==> config.mk <==
export PLATFORM = sky130hd
export DESIGN_NAME = seg7_scan_driver
export DESIGN_NICKNAME = d
export VERILOG_FILES = /design/src/rtl/seg7_scan_driver.sv
export SDC_FILE = /design/constraint.sdc
export NUM_CORES = 1
export LEC_CHECK = 0
export BUFFER_PORTS_ARGS = -buffer_cell sky130_fd_sc_hd__buf_2
export CAP_MARGIN = 15
export CORE_ASPECT_RATIO = 0.75
export CORE_UTILIZATION = 59
export CTS_CLUSTER_SIZE = 14
export DETAILED_ROUTE_END_ITERATION = 6
export PLACE_DENSITY_LB_ADDON = 0.15
export RECOVER_POWER = 25
export SLEW_MARGIN = 20
export SYNTH_ARGS = -nofsm -noshare
export SYNTH_HDL_FRONTEND = slang
export SYNTH_SLANG_ARGS = --single-unit
==> constraint.sdc <==
create_clock -name clk -period 2.66 [get_ports clk]
set_input_delay 0.532 -clock clk [delete_from_list [all_inputs] [get_ports clk]]
set_output_delay 0.532 -clock clk [all_outputs]
set_load 0.01 [all_outputs]
==> src/rtl/seg7_scan_driver.sv <==
// Time-multiplexed driver for a 4-digit common-anode 7-segment display.
// Latches a full frame of character codes at frame start, blanks between digits and PWM-dims the on-window.
module seg7_scan_driver #(
    parameter int SLOT_CYCLES  = 100_000,
    parameter int BLANK_CYCLES = 1_000
) (
    input  logic        clk,
    input  logic        reset,
    input  logic        enable,
    input  logic [19:0] seg_data,
    input  logic [3:0]  dp_data,
    input  logic [2:0]  brightness,
    output logic [3:0]  an,
    output logic [6:0]  seg,
    output logic        dp,
    output logic        frame_start
);

    localparam int CW = $clog2(SLOT_CYCLES);
    localparam int WW = CW + 4;
    localparam logic [CW-1:0] TICK_LAST = CW'(SLOT_CYCLES - 1);
    localparam logic [WW-1:0] BLANK_W   = WW'(BLANK_CYCLES);
    localparam logic [WW-1:0] ACTIVE_W  = WW'(SLOT_CYCLES - BLANK_CYCLES);

    logic [CW-1:0] tick_cnt_reg;
    logic [1:0]    digit_idx_reg;
    logic [19:0]   shadow_seg_reg;
    logic [3:0]    shadow_dp_reg;
    logic [3:0]    an_reg;
    logic [6:0]    seg_reg;
    logic          dp_reg;
    logic          frame_start_reg;

    logic [3:0]    an_next;
    logic [6:0]    seg_next;
    logic          dp_next;
    logic          frame_edge;
    logic          lit;
    logic [WW-1:0] on_len;
    logic [WW-1:0] tick_w;
    logic [4:0]    shadow_char [4];

    genvar gi;
    generate
        for (gi = 0; gi < 4; gi++) begin : g_char
            assign shadow_char[gi] = shadow_seg_reg[gi*5 +: 5];
        end
    endgenerate

    function automatic logic [6:0] decode(input logic [4:0] code);
        logic [6:0] p;
        case (code)
            5'd0:    p = 7'b1000000;
            5'd1:    p = 7'b1111001;
            5'd2:    p = 7'b0100100;
            5'd3:    p = 7'b0110000;
            5'd4:    p = 7'b0011001;
            5'd5:    p = 7'b0010010;
            5'd6:    p = 7'b0000010;
            5'd7:    p = 7'b1111000;
            5'd8:    p = 7'b0000000;
            5'd9:    p = 7'b0010000;
            5'd10:   p = 7'b0111111;
            5'd11:   p = 7'b0000110;
            5'd12:   p = 7'b0101111;
            5'd13:   p = 7'b1000111;
            5'd14:   p = 7'b0001000;
            5'd15:   p = 7'b0001110;
            5'd16:   p = 7'b0001001;
            5'd17:   p = 7'b0100011;
            5'd18:   p = 7'b0000011;
            5'd19:   p = 7'b0100001;
            5'd20:   p = 7'b0101011;
            5'd21:   p = 7'b1100011;
            5'd22:   p = 7'b0000111;
            5'd23:   p = 7'b1000110;
            default: p = 7'b1111111;
        endcase
        return p;
    endfunction

    assign frame_edge = (digit_idx_reg == 2'd0) && (tick_cnt_reg == '0);

    // Brightness is applied live; the window width is (level+1)/8 of the non-blank part of the slot.
    always_comb begin
        on_len   = ((WW'(brightness) + WW'(1)) * ACTIVE_W) >> 3;
        tick_w   = WW'(tick_cnt_reg);
        lit      = enable && (tick_w >= BLANK_W) && (tick_w < BLANK_W + on_len);
        an_next  = 4'b1111;
        seg_next = 7'b1111111;
        dp_next  = 1'b1;
        if (lit) begin
            an_next  = ~(4'b0001 << digit_idx_reg);
            seg_next = decode(shadow_char[digit_idx_reg]);
            dp_next  = ~shadow_dp_reg[digit_idx_reg];
        end
    end

    always_ff @(posedge clk or posedge reset) begin
        if (reset) begin
            tick_cnt_reg    <= '0;
            digit_idx_reg   <= 2'd0;
            shadow_seg_reg  <= {20{1'b1}};
            shadow_dp_reg   <= 4'b0000;
            an_reg          <= 4'b1111;
            seg_reg         <= 7'b1111111;
            dp_reg          <= 1'b1;
            frame_start_reg <= 1'b0;
        end else begin
            if (tick_cnt_reg == TICK_LAST) begin
                tick_cnt_reg  <= '0;
                digit_idx_reg <= digit_idx_reg + 2'd1;
            end else begin
                tick_cnt_reg  <= tick_cnt_reg + CW'(1);
            end
            if (frame_edge) begin
                shadow_seg_reg <= seg_data;
                shadow_dp_reg  <= dp_data;
            end
            frame_start_reg <= frame_edge;
            an_reg          <= an_next;
            seg_reg         <= seg_next;
            dp_reg          <= dp_next;
        end
    end

    assign an          = an_reg;
    assign seg         = seg_reg;
    assign dp          = dp_reg;
    assign frame_start = frame_start_reg;

endmodule

==> flow_metrics.env <==
export IMPL_irDropWorstVdd_mv=0.2763
export IMPL_grt_setup_unrepaired="true"
export IMPL_p_leak_nw=2.247
export IMPL_hpwl_mm=6.487
export IMPL_drtIter0Drc=184
export IMPL_drive_gt1_frac=0.4479
export IMPL_multi_input_area_mm2=0.002589
export IMPL_cp_cell_sequence="buf_8 > ha_4 > xor2_4 > ha_4 > fa_2 > inv_2 > ha_4 > ha_4 > and3_4 > o21ai_4 > a21oi_2 > o41ai_2 > xnor2_1 > ha_1 > nand4_1 > nor4_1 > o21a_1 > o41ai_4 > buf_6 > nand4_1"
export IMPL_drtPass1Iterations=5
export IMPL_ys_seq_elements=56
export IMPL_largest_register_ffs=20
export IMPL_syn_to_final_growth_pct=25.39
export IMPL_syn_area_mm2=0.003943
export IMPL_hold_buffers=0
export IMPL_setup_violations=12
export IMPL_tightest_slew_ns=0.9422
export IMPL_n_fill_cell=432
export IMPL_overflow=0
export IMPL_start_util=0.6178
export IMPL_ant_nets=0
export IMPL_gp_congestion=0.8440
export IMPL_antenna_found_initial=0
export IMPL_drc=0
export IMPL_clk_pin_slew_ns=0.11
export IMPL_fp_dieH_um=72.80
export IMPL_num_rows=25
export IMPL_cts_buffers=5
export IMPL_totalWireLength_mm=8.630
export IMPL_diodes=0
export IMPL_fin_area_mm2=0.004943
export IMPL_placement_io_buffers=42
export IMPL_crit_slowest_cell="fa_2"
export IMPL_max_cap_violations=0
export IMPL_total_power_mw=2.117
export IMPL_maxSlewViolCount=0
export IMPL_ys_warn_count=0
export IMPL_cp_max_fo=6
export IMPL_most_common_layout_cells="ha_1, buf_4, buf_2, dfstp_2, mux2_2"
export IMPL_synth_cells=366
export IMPL_fin_skew_ns=0.005025
export IMPL_ys_seq_area_frac=0.3656
export IMPL_whs_ns=0.2045
export IMPL_async_flop_share=1.000
export IMPL_coreArea_mm2=0.006381
export IMPL_failed_checks="negative setup slack"
export IMPL_cts_sinks=56
export IMPL_cp_data_required_time_ns=2.87
export IMPL_die_area_mm2=0.007017
export IMPL_cts_tree="done"
export IMPL_dp_slack_ns=-2.468
export IMPL_regArea_mm2=0.001441
export IMPL_end_kind="register"
export IMPL_critical_path_most_common_cell="ha_4"
export IMPL_mappedNetlistNets=457
export IMPL_synthDistinctLibCells=49
export IMPL_worst_slack_ns=-1.547
export IMPL_place_area_mm2=0.004621
export IMPL_hold_viol_final=0
export IMPL_first_global_vias=2841
export IMPL_crit_type="in -> reg"
export IMPL_grt_pass1_wl_mm=13.99
export IMPL_timing_fmax_mhz=237.7
export IMPL_instances_no_fill=532
export IMPL_hold_path_class="in -> async"
export IMPL_numPlacedInstances=518
export IMPL_clock_path_buffers=2
export IMPL_vias_per_cell=5.709
export IMPL_fin_crit_sh=1.581
export IMPL_grt_max_degree=29
export IMPL_via_count=3037
export IMPL_final_common_cell="ha_1"
export IMPL_grt_usage=0.2629
export IMPL_fin_crit_ns=4.207
export IMPL_synth_edff_count=0
export IMPL_boundaryPins=43
export IMPL_cp_arrival_ns=4.42
export IMPL_ys_flop_type="dfstp_2"
export IMPL_insertion_delay_ns=0.31
export IMPL_cpLargestDelayFamily="adder cells"
export IMPL_slew_headroom=0.3719
export IMPL_p_per_area_mw_per_mm2=428.3
export IMPL_die_x_um=96.39
export IMPL_outcome="complete, but fails checks"
export IMPL_fin_nets=541
export IMPL_cp_num_buf_inv=3
export IMPL_htreeDepth=2
export IMPL_wire_per_inst_um=16.22
export IMPL_slowest_delay_ns=0.53
export IMPL_syn_avg_cell_area_um2=10.77
export IMPL_start_kind="input pin"
export IMPL_root_buffer="clkbuf_8"
## path summary, 6_finish.rpt
| check | startpoint | end | slack (ns) | depth (start not counted) |
|---|---|---|---|---|
| setup / recovery | brightness[0] | seg[0]$_DFF_PP1_ | -1.55 | 20 |
| hold reg to reg | shadow_dp_reg[2]$_DFFE_PP0P_ | shadow_dp_reg[2]$_DFFE_PP0P_ | 0.52 | 1 |
| max in group asynchronous | reset | shadow_dp_reg[2]$_DFFE_PP0P_ | 1.26 | 3 |
| setup reg to reg | tick_cnt_reg[12]$_DFF_PP0_ | shadow_dp_reg[3]$_DFFE_PP0P_ | 0.22 | 5 |
| min in group clk | seg_data[12] | shadow_seg_reg[12]$_DFFE_PP1P_ | 0.44 | 2 |
| hold / removal | reset | tick_cnt_reg[9]$_DFF_PP0_ | 0.20 | 2 |
## cells in the mapped netlist (3+ instances only)
library cell,number,area share
and3_1,3,0.0048
mux2i_1,3,0.0076
inv_1,30,0.029
xnor2_1,15,0.033
o21ai_0,12,0.015
fa_1,3,0.015
mux2_2,28,0.080
ha_1,58,0.18
nand2_1,17,0.016
mux4_2,6,0.034
dfstp_2,32,0.21
nor2_1,19,0.018
dfrtp_1,24,0.15
nand3_1,15,0.019
or3_1,3,0.0048
nand4_1,10,0.016
nor2b_1,3,0.0048
a21oi_1,18,0.023
clkbuf_1,8,0.0076
o21bai_1,3,0.0057
o211ai_1,3,0.0057
nor3_1,5,0.0063
xor2_1,13,0.029
## per-layer routing
layer,up-vias,global-route usage,routed length [um]
met1,1477,0.4115,4371
met2,91,0.3885,3693
met4,0,0.03595,36
met3,5,0.04688,528
met5,-,0,0
li1,1464,-,-
## worst reg2reg max path, stage by stage, from the launching register on
cell	delay (ns)
dfrtp_1	0.46
or4_1	0.59
or4_4	0.49
nor3_4	0.22
buf_12	0.20
mux2_2	0.36
## logic make-up (layout without fill, tap and decap cells)
family	count (synthesis)	in the layout	share of synthesized area
AND/OR/NAND/NOR	90	90	0.1241
adder cells (fa/ha/maj)	61	61	0.1993
flip-flops	56	56	0.3656
AO/OA/AOI/OAI	52	52	0.08252
buffers and inverters	42	127	0.04443
multiplexers	37	37	0.1219
XOR/XNOR	28	28	0.06220
## power by group
group / internal (mW) / switching (mW) / total (mW)
registers: 0.883 / 0.00939 / 0.892
clock network: 0.195 / 0.297 / 0.492
logic: 0.365 / 0.368 / 0.733
total: 1.44 / 0.674 / 2.12
## layout make-up
class,instances,area share
multi-input combinational,268,0.5237
sequential,56,0.2916
timing repair buffer,89,0.1212
inverter,30,0.02379
tap,81,0.02050
clock buffer,5,0.01392
clock inverter,3,0.005315
## stage by stage
| stage | utilization | setup TNS [ns] |
|---|---|---|
| 5_1_grt | 0.7747 | -19.43 |
| 4_1_cts | 0.7641 | -17.05 |
| 6_report | 0.7747 | -18.25 |
| 3_3_place_gp | 0.7241 | -27.02 |
| 2_1_floorplan | - | -19.22 |
| 3_5_place_dp | 0.7241 | -28.94 |
## what timing repair did
item | 4_1_cts | 5_1_grt
endpoints found under the setup margin | 12 | 12
endpoints found under the hold margin | 0 | 0
pin swaps | 13 | 15
resized for setup | 30 | 12
gates cloned | 1 | 0
setup buffers | 3 | 2
Note: power is estimated with default switching activity, not from simulation.
